`src/rtl/seg_pkg.sv`:
```
// ----------------------------------------------------------------------------
// seg_pkg
// Shared constants for the seven-segment display path:
//   - segment patterns for BCD 0..9, dash, all-off (active-high, bit 7 = dp)
//   - all-off digit strobe value (active-low common cathode)
//   - digit count of the shared display module
//   - helper that builds the one-hot-low strobe for a digit index
// ----------------------------------------------------------------------------
package seg_pkg;

    localparam int NUM_DIGITS = 8;

    localparam logic [7:0] SEG_0    = 8'h3F;
    localparam logic [7:0] SEG_1    = 8'h06;
    localparam logic [7:0] SEG_2    = 8'h5B;
    localparam logic [7:0] SEG_3    = 8'h4F;
    localparam logic [7:0] SEG_4    = 8'h66;
    localparam logic [7:0] SEG_5    = 8'h6D;
    localparam logic [7:0] SEG_6    = 8'h7D;
    localparam logic [7:0] SEG_7    = 8'h07;
    localparam logic [7:0] SEG_8    = 8'h7F;
    localparam logic [7:0] SEG_9    = 8'h67;
    localparam logic [7:0] SEG_DASH = 8'h40;
    localparam logic [7:0] SEG_OFF  = 8'h00;
    localparam logic [7:0] COM_OFF  = 8'hFF;

    // Active-low strobe selecting exactly one digit.
    function automatic logic [7:0] com_strobe(input logic [2:0] idx);
        return ~(8'h01 << idx);
    endfunction

endpackage

```
`src/rtl/seg7_decode.sv`:
```
// ----------------------------------------------------------------------------
// seg7_decode
// Combinational BCD nibble to seven-segment pattern (bits 6:0 = g..a,
// active-high). Non-BCD codes A..F show a dash.
// Ports:
//   nibble  in  [3:0]  BCD digit
//   seg     out [6:0]  segment pattern
// ----------------------------------------------------------------------------
module seg7_decode
    import seg_pkg::*;
(
    input  logic [3:0] nibble,
    output logic [6:0] seg
);

    // Pattern lookup; anything outside 0..9 renders as a dash.
    always_comb begin
        seg = SEG_DASH[6:0];
        case (nibble)
            4'd0:    seg = SEG_0[6:0];
            4'd1:    seg = SEG_1[6:0];
            4'd2:    seg = SEG_2[6:0];
            4'd3:    seg = SEG_3[6:0];
            4'd4:    seg = SEG_4[6:0];
            4'd5:    seg = SEG_5[6:0];
            4'd6:    seg = SEG_6[6:0];
            4'd7:    seg = SEG_7[6:0];
            4'd8:    seg = SEG_8[6:0];
            4'd9:    seg = SEG_9[6:0];
            default: seg = SEG_DASH[6:0];
        endcase
    end

endmodule

```
`src/rtl/seg_scan_driver.sv`:
```
// ----------------------------------------------------------------------------
// seg_scan_driver
// Time-multiplexes eight BCD digits onto an 8-digit common-cathode display.
// Scans leftmost digit (7) first, CLK_DIV cycles per slot, the first
// BLANK_CYC cycles of each slot dark to avoid ghosting. Inputs are captured
// into a snapshot once per frame so a frame never mixes old and new values.
// Ports:
//   mclk        in   system clock
//   rst         in   asynchronous active-high reset
//   en          in   scan enable (0 = display dark, scan parked at digit 7)
//   digits      in   [31:0] nibble k shown on digit k
//   dp_en       in   [7:0]  decimal point per digit
//   lz_blank    in   leading-zero suppression enable
//   seg_com     out  [7:0]  digit strobes, active-low
//   seg_data    out  [7:0]  segments, active-high, bit 7 = dp
//   frame_done  out  one-cycle pulse at the end of each complete frame
// ----------------------------------------------------------------------------
module seg_scan_driver
    import seg_pkg::*;
#(
    parameter int CLK_DIV   = 10000,
    parameter int BLANK_CYC = 4
) (
    input  logic                    mclk,
    input  logic                    rst,
    input  logic                    en,
    input  logic [4*NUM_DIGITS-1:0] digits,
    input  logic [NUM_DIGITS-1:0]   dp_en,
    input  logic                    lz_blank,
    output logic [7:0]              seg_com,
    output logic [7:0]              seg_data,
    output logic                    frame_done
);

    localparam int PW = (CLK_DIV > 1) ? $clog2(CLK_DIV) : 1;
    localparam logic [PW-1:0] P_LAST  = PW'(CLK_DIV - 1);
    localparam logic [PW-1:0] P_ZERO  = PW'(1'b0);
    localparam logic [PW-1:0] P_ONE   = PW'(1'b1);
    localparam logic [PW:0]   BLANK_W = (PW + 1)'(BLANK_CYC);

    logic [2:0]              idx_r;
    logic [PW-1:0]           p_r;
    logic [4*NUM_DIGITS-1:0] snap_digits_r;
    logic [NUM_DIGITS-1:0]   snap_dp_r;
    logic                    snap_lz_r;

    logic                    term_s;
    logic                    wrap_s;
    logic                    snap_load_s;
    logic [3:0]              nibble_s;
    logic [6:0]              pat_s;
    logic [NUM_DIGITS-1:0]   zero_above_s;
    logic                    suppress_s;
    logic [7:0]              com_nxt_s;
    logic [7:0]              data_nxt_s;
    logic                    fd_nxt_s;

    assign term_s      = (p_r == P_LAST);
    assign wrap_s      = en & term_s & (idx_r == 3'd0);
    assign snap_load_s = ~en | wrap_s;
    assign nibble_s    = snap_digits_r[{idx_r, 2'b00} +: 4];

    seg7_decode u_decode (
        .nibble (nibble_s),
        .seg    (pat_s)
    );

    // zero_above_s[k]: nibble k and every higher nibble are zero.
    always_comb begin
        logic run_v;
        run_v        = 1'b1;
        zero_above_s = {NUM_DIGITS{1'b0}};
        for (int k = NUM_DIGITS - 1; k >= 0; k--) begin
            run_v           = run_v & (snap_digits_r[4*k +: 4] == 4'h0);
            zero_above_s[k] = run_v;
        end
    end

    // Digit 0 always shows, so a zero value still displays "0".
    assign suppress_s = snap_lz_r & zero_above_s[idx_r] & (idx_r != 3'd0);

    // Next output values from the current slot state.
    always_comb begin
        com_nxt_s  = COM_OFF;
        data_nxt_s = SEG_OFF;
        fd_nxt_s   = wrap_s;
        if (!en) begin
            com_nxt_s  = COM_OFF;
            data_nxt_s = SEG_OFF;
        end else if ({1'b0, p_r} < BLANK_W) begin
            com_nxt_s  = COM_OFF;
            data_nxt_s = SEG_OFF;
        end else begin
            com_nxt_s  = com_strobe(idx_r);
            // Suppressed digits keep their strobe and dp, only segments go dark.
            data_nxt_s = {snap_dp_r[idx_r], suppress_s ? 7'h00 : pat_s};
        end
    end

    // Prescaler and slot index; en low parks the scan at the frame start.
    always_ff @(posedge mclk or posedge rst) begin
        if (rst) begin
            idx_r <= 3'd7;
            p_r   <= P_ZERO;
        end else if (!en) begin
            idx_r <= 3'd7;
            p_r   <= P_ZERO;
        end else if (term_s) begin
            idx_r <= idx_r - 3'd1;  // 0 wraps to 7
            p_r   <= P_ZERO;
        end else begin
            p_r   <= p_r + P_ONE;
        end
    end

    // Frame-coherent snapshot of the display inputs.
    always_ff @(posedge mclk or posedge rst) begin
        if (rst) begin
            snap_digits_r <= {(4*NUM_DIGITS){1'b0}};
            snap_dp_r     <= {NUM_DIGITS{1'b0}};
            snap_lz_r     <= 1'b0;
        end else if (snap_load_s) begin
            snap_digits_r <= digits;
            snap_dp_r     <= dp_en;
            snap_lz_r     <= lz_blank;
        end
    end

    // Registered outputs.
    always_ff @(posedge mclk or posedge rst) begin
        if (rst) begin
            seg_com    <= COM_OFF;
            seg_data   <= SEG_OFF;
            frame_done <= 1'b0;
        end else begin
            seg_com    <= com_nxt_s;
            seg_data   <= data_nxt_s;
            frame_done <= fd_nxt_s;
        end
    end

endmodule

```
`config.mk`:
```
export PLATFORM = sky130hd
export DESIGN_NAME = seg_scan_driver
export DESIGN_NICKNAME = d
export VERILOG_FILES = /design/src/rtl/seg_pkg.sv /design/src/rtl/seg7_decode.sv /design/src/rtl/seg_scan_driver.sv
export SDC_FILE = /design/constraint.sdc
export NUM_CORES = 1
export LEC_CHECK = 0
export CAP_MARGIN = 20
export CORE_MARGIN = 2
export CORE_UTILIZATION = 40
export CTS_BUF_LIST = sky130_fd_sc_hd__clkbuf_8
export DETAILED_ROUTE_END_ITERATION = 8
export SYNTH_ARGS = -nofsm -noshare
export SYNTH_HDL_FRONTEND = slang
export SYNTH_SLANG_ARGS = --single-unit
```
`constraint.sdc`:
```
create_clock -name mclk -period 3.01 [get_ports mclk]
set_input_delay 0.301 -clock mclk [delete_from_list [all_inputs] [get_ports mclk]]
set_output_delay 0.301 -clock mclk [all_outputs]
set_load 0.005 [all_outputs]
```
After elaboration in Yosys (flattened, before gate mapping)
Memory sizes are Yosys's and may differ from the RTL's.
Index checks and enable logic that the tools add are counted.
{"block": "word_totals", "register_bits": 75, "rom_bits": 112, "n_memories": 1}
{"block": "classes", "add_sub_neg": 2, "order_cmp": 2, "eq_ne": 2, "shift": 2, "muxes": 13, "bitwise": 14, "reduce_logical": 10}
{"name": "(name not given)", "depth": 16, "width": 7, "rd": 1, "rd_ports_with_merged_regs": 0, "write_ports": 0, "line_no": "seg7_decode.sv:19", "rtl": "case (nibble)"}
{"cell": "$logic_not A4 Y1", "count": 8}
{"cell": "$mux W8", "count": 4}
{"cell": "$shiftx A32 B6 Y4", "count": 1}
{"cell": "$mux W14", "count": 2}
{"cell": "$add A14 B1 Y14 const B", "count": 1}
{"cell": "$eq A14 B14 Y1 const B", "count": 1}
{"cell": "$lt A14 B3 Y1 const B", "count": 1}
{"cell": "$and A1 B1 Y1", "count": 11}
{"cell": "$not A8 Y8", "count": 1}
{"cell": "$shl A1 B3 Y8 const A", "count": 1}
{"cell": "$mux W7", "count": 1}
{"cell": "$bmux W1 S3", "count": 2}
{"cell": "$mux W3", "count": 2}
{"cell": "$lt A3 B4 Y1 const B", "count": 1}
{"cell": "$logic_not A3 Y1", "count": 1}
{"cell": "$reduce_bool A3 Y1", "count": 1}
{"cell": "$sub A3 B1 Y3 const B", "count": 1}
{"cell": "$mux W1", "count": 2}
{"cell": "$ne A2 B1 Y1 const B", "count": 1}
{"cell": "$not A1 Y1", "count": 1}
{"cell": "$or A1 B1 Y1", "count": 1}

Longest topological paths before layout
Gate-level depths: netlist of the first run.
{"block": "depth", "word_depth": 15, "mapped_depth": 10}

Modules after synthesis
Synthesis of the first run repeated with hierarchy kept, for this count alone.
{"block": "hier_totals", "cells_unflattened": 290, "area_unflattened_um2": 3617.2}
{"module": "seg_scan_driver", "n_inst": 1, "cells_per_inst": 262, "area_per_inst_um2": 3430.8, "seq_area_each_um2": 1890.6}
{"module": "seg7_decode", "n_inst": 1, "cells_per_inst": 28, "area_per_inst_um2": 186.4, "seq_area_each_um2": 0.0}

Worst setup path before layout of the first run
No wires, ideal clock.
{"block": "synth_path", "path_type": "register to register", "start": "register idx_r[0]", "end": "register seg_data[4]", "setup_ps": 136, "t_arrival_ps": 2337, "required_ps": 2874, "slack_ps": 537, "path_stages_with_launch": 10, "period_less_slack_ps": 2473, "cell_sequence": "dfstp_2 -> buf_2 -> buf_4 -> mux4_2 -> mux2i_2 -> inv_1 -> ha_1 -> nor2b_1 -> a21oi_1 -> nor3_1"}
{"block": "synth_via", "elab_chain_cells": 7, "elab_cells_between_ends": 10, "classes_between": "shift: 1; mux: 5; bitwise: 2; reduce/logical: 1; memory: 1"}
{"element": "from (decl)", "line_no": "seg_scan_driver.sv:41", "rtl": "logic [2:0] idx_r;"}
{"element": "from (signal assigned)", "line_no": "seg_scan_driver.sv:109", "rtl": "idx_r <= idx_r - 3'd1;"}
{"element": "branches (longest 4 deep; another with $mem_v2 Z16 W7)"}
{"element": "$mux W7 *", "line_no": "seg_scan_driver.sv:96", "rtl": "data_nxt_s = {snap_dp_r[idx_r], suppress_s ? 7'h00 : pat_s};"}
{"element": "$mux W8 *", "line_no": "seg_scan_driver.sv:90", "rtl": "end else if ({1'b0, p_r} < BLANK_W) begin"}
{"element": "$mux W8 *", "line_no": "seg_scan_driver.sv:87", "rtl": "if (!en) begin"}
{"element": "via data_nxt_s[4]", "line_no": "seg_scan_driver.sv:55", "rtl": "logic [7:0] data_nxt_s;"}
{"element": "to (signal assigned)", "line_no": "seg_scan_driver.sv:137", "rtl": "seg_data <= data_nxt_s;"}
{"element": "to (decl)", "line_no": "seg_scan_driver.sv:31", "rtl": "output logic [7:0] seg_data,"}
Mark *: on every way through the listed nets, which the timed path passes. The select of a mux whose other input is x is not followed.
A chain may end at the register's enable or synchronous reset.

Final worst setup path of the first run
{"block": "layout_path", "start": "register p_r[6]", "end": "register snap_digits_r[0]"}
{"block": "layout_via", "elab_chain_cells": 4}
{"element": "from (decl)", "line_no": "seg_scan_driver.sv:42", "rtl": "logic [PW-1:0] p_r;"}
{"element": "from (signal assigned)", "line_no": "seg_scan_driver.sv:112", "rtl": "p_r <= p_r + P_ONE;"}
{"element": "$eq A14 B14 Y1", "line_no": "seg_scan_driver.sv:58", "rtl": "assign term_s = (p_r == P_LAST);"}
{"element": "$and A1 B1 Y1 (2 in series)", "line_no": "seg_scan_driver.sv:59", "rtl": "assign wrap_s = en & term_s & (idx_r == 3'd0);"}
{"element": "$or A1 B1 Y1", "line_no": "seg_scan_driver.sv:60", "rtl": "assign snap_load_s = ~en | wrap_s;"}
{"element": "to (signal assigned)", "line_no": "seg_scan_driver.sv:119", "rtl": "snap_digits_r <= {(4*NUM_DIGITS){1'b0}};"}
{"element": "to (signal assigned)", "line_no": "seg_scan_driver.sv:123", "rtl": "snap_digits_r <= digits;"}
{"element": "to (decl)", "line_no": "seg_scan_driver.sv:43", "rtl": "logic [4*NUM_DIGITS-1:0] snap_digits_r;"}
No other way between the ends.

==> results of run 1 <==
synth_stat cells, types with 3 or more instances:
| library cell | n | area (sq um) |
|---|---|---|
| dfstp_2 | 11 | 289 |
| dfrtp_1 | 64 | 1600 |
| nand3_1 | 5 | 25.0 |
| o21ai_0 | 4 | 20.0 |
| nand2_1 | 20 | 75.1 |
| nor3_1 | 8 | 40.0 |
| mux2i_1 | 5 | 50.1 |
| nor4_1 | 7 | 43.8 |
| or2_2 | 3 | 18.8 |
| clkbuf_1 | 4 | 15.0 |
| xor2_1 | 6 | 52.6 |
| nor2_1 | 23 | 86.3 |
| inv_1 | 9 | 33.8 |
| and3_1 | 5 | 31.3 |
| a21oi_1 | 8 | 40.0 |
| nand4_1 | 3 | 18.8 |
| xnor2_1 | 7 | 61.3 |
| mux2_4 | 40 | 601 |
| buf_12 | 4 | 80.1 |
| ha_1 | 11 | 138 |
| mux4_2 | 10 | 225 |
kinds of logic (layout without fill, tap and decap cells):
group                    Yosys count  count (layout)  synth area share (%)
XOR/XNOR                          13              13                  3.03
flip-flops                        75              75                  50.3
adder cells (fa/ha/maj)           11              11                  3.66
buffers and inverters             20              92                  3.89
multiplexers                      58              58                  24.3
AO/OA/AOI/OAI                     19              19                  3.16
AND/OR/NAND/NOR                   86              86                  11.7
worst max-delay path by stage:
stage	startpoint	to	slack, ps	depth (start not counted)
floorplan	idx_r[0]$_DFFE_PP1P_	seg_data[4]$_DFF_PP0_	540	9
global placement	p_r[6]$_DFF_PP0_	snap_digits_r[5]$_DFFE_PP0P_	520	6
detailed placement	p_r[6]$_DFF_PP0_	snap_digits_r[11]$_DFFE_PP0P_	440	6
CTS	p_r[6]$_DFF_PP0_	snap_digits_r[0]$_DFFE_PP0P_	410	6
global route	idx_r[0]$_DFFE_PP1P_	seg_data[2]$_DFF_PP0_	270	7
finish	p_r[6]$_DFF_PP0_	snap_digits_r[0]$_DFFE_PP0P_	420	6
tightest hold or removal path: stages:
cell	delay, ps
clkdlybuf4s50_1	410
inv_2	70
buf_12	310
power by group:
part | switching [W] | leakage [nW] | internal [W]
sequential | 0.0000544 | 0.912 | 0.00107
combinational | 0.000108 | 1.07 | 0.000195
clock | 0.000380 | 0.0926 | 0.000379
total | 0.000543 | 2.08 | 0.00164
metrics by stage:
stage                     worst slack [ps]  hold slack [ps]  total power (W)  utilization (%)  area, sq um
final                                  420              342          0.00219             50.7         4660
after global routing                   268              416          0.00229             50.7         4660
after CTS                              411              370          0.00221             50.7         4660
after detailed placement               441              454          0.00145             48.6         4470
after global placement                 517              447          0.00144             48.6         4470
after floorplan                        537              340          0.00133                -         3760
sequential cells by signal, indices dropped and copies added, names as in the netlist:
signal / count
idx_r: 3
snap_digits_r: 32
seg_data: 8
snap_lz_r: 1
frame_done: 1
p_r: 14
seg_com: 8
snap_dp_r: 8
cell type report:
cell class	instances	area, sq um
clock inverters	7	70.1
fillers	802	4540
clock buffers	9	124
multi-input cells	187	1720
inverters	9	33.8
well taps	111	139
repair buffers	67	678
flip-flops and latches	75	1890
layer usage:
layer  vias up  global-route usage [%]  part of all wire (%)
met5         -                       0                     0
met4         0                    6.34                   1.9
met3        10                    3.61                   5.1
met2        62                    22.4                    43
met1      1143                    23.0                    50
li1       1127                       -                     -
==> metrics.txt, run 1 <==
run status=finished clean; EDFF count, synth=0; Final ANT Viol Nets=0; Ports=61; Nets=~400; syn_area_per_cell=13.3 sq um; ys flop type=dfrtp_1; syn_nets=337; final setup fails=0; vias in the first global route=2,370; layout cells sized above 1=about 27%; sequential share of the synthesized area=50.3%; share of flip-flops with an asynchronous set or reset=100%; initial detailed-routing violation count=79; Worst Setup Path Type=flop to flop; slowest stage delay, CP=roughly 570 ps; fin crit share=86.1%; reg2reg start=p_r[6]$_DFF_PP0_; H-tree levels=3; clk_lat worst skew=350 ps; Post-route DRC=0; Max Clk Rate=approximately 0.39 GHz; Cell variety after synth=39; Resized cells post-CTS=0; max capacitance violation total=0; maximum vdd drop=0.221 mV; synthesized area=roughly 3800 sq um; floorplan row count=35; core box area=9200 sq um; Max Buffers Root-to-Sink=2; startpoint types=flop; Total GRT Usage=~16%; PwrDens=469 nW/um^2; initial antenna violation count=0; average wire per standard cell=15.9 microns; #FFs+latches synth=75; Leak Pwr=2.08 nW; crit path max fanout=17; Worst setup EP type=flop; skew final=12.2 ps; Ant. Diodes=0; Hold Crit Class=primary input to async pin; Critical Path, Cell by Cell=or4_4, nor4_4, nand2_2, nand2_4, buf_4, mux2_4; most common cell after layout, fill and taps aside=dfrtp_1; Die ar.=10,200 sq um; Slew headroom=66.6%; Layout area overhead=23.9%; vias per inst=between 5 and 6; post-CTS setup buffer count=0; WL final=around 7400 microns; Clock transition at path regs=about 80 ps; crit path DAT=approximately 2800 ps; Num CTS Buffers=9; Clock Sinks=75; Non-Filler Instances=465; Crit-path slowest cell=or4_4; Top delay family on crit path=simple AND/OR/NAND/NOR gates; Yosys Warn Count=0; DP HPWL=5310 microns; Post-CTS Hold Buffers=0; Port-buffer cells=60; commonest non-fill, non-tap cells in the layout=dfrtp_1, clkdlybuf4s50_1, mux2_4; Root Driver=clkbuf_8; Post-Route Setup TNS=0 ps; largest net degree at the start of global routing=76; post-layout min period=2590 ps; Mapped Cells=282; Least-Margin Pin Slew=approximately 500 ps; Vias=2,342; CTS tree=done; Overflow after GRT=0; Buf/Inv on CP=1; Die Height=101 microns; end of the worst register-to-register path=snap_digits_r[0]$_DFFE_PP0P_; Starting Density=40.9%; unrepaired setup endpoints after global routing=no; Detailed Routing Iterations Pass 1=4; Die Span X=101 microns; R2R Setup Slk=420 ps; R2R depth=6; Slew Viols, Final=0; dpl cells=449; first-pass GRT wire length=12,200 microns; critical path required time=3240 ps; Final GP Congestion=between 0.8 and 0.9; final hold vios=0
No activity file was read; power rests on OpenSTA's default activity.
==> inputs of run 2 (changes only) <==
--- a/config.mk
+++ b/config.mk
@@ -10,6 +10,8 @@
 export CORE_UTILIZATION = 40
 export CTS_BUF_LIST = sky130_fd_sc_hd__clkbuf_8
 export DETAILED_ROUTE_END_ITERATION = 8
+export HOLD_SLACK_MARGIN = 0.06
+export SKIP_CTS_REPAIR_TIMING = 1
 export SYNTH_ARGS = -nofsm -noshare
 export SYNTH_HDL_FRONTEND = slang
 export SYNTH_SLANG_ARGS = --single-unit
==> results of run 2 <==
Same layout as run 1: the final DEF is identical, and so are final timing and power.
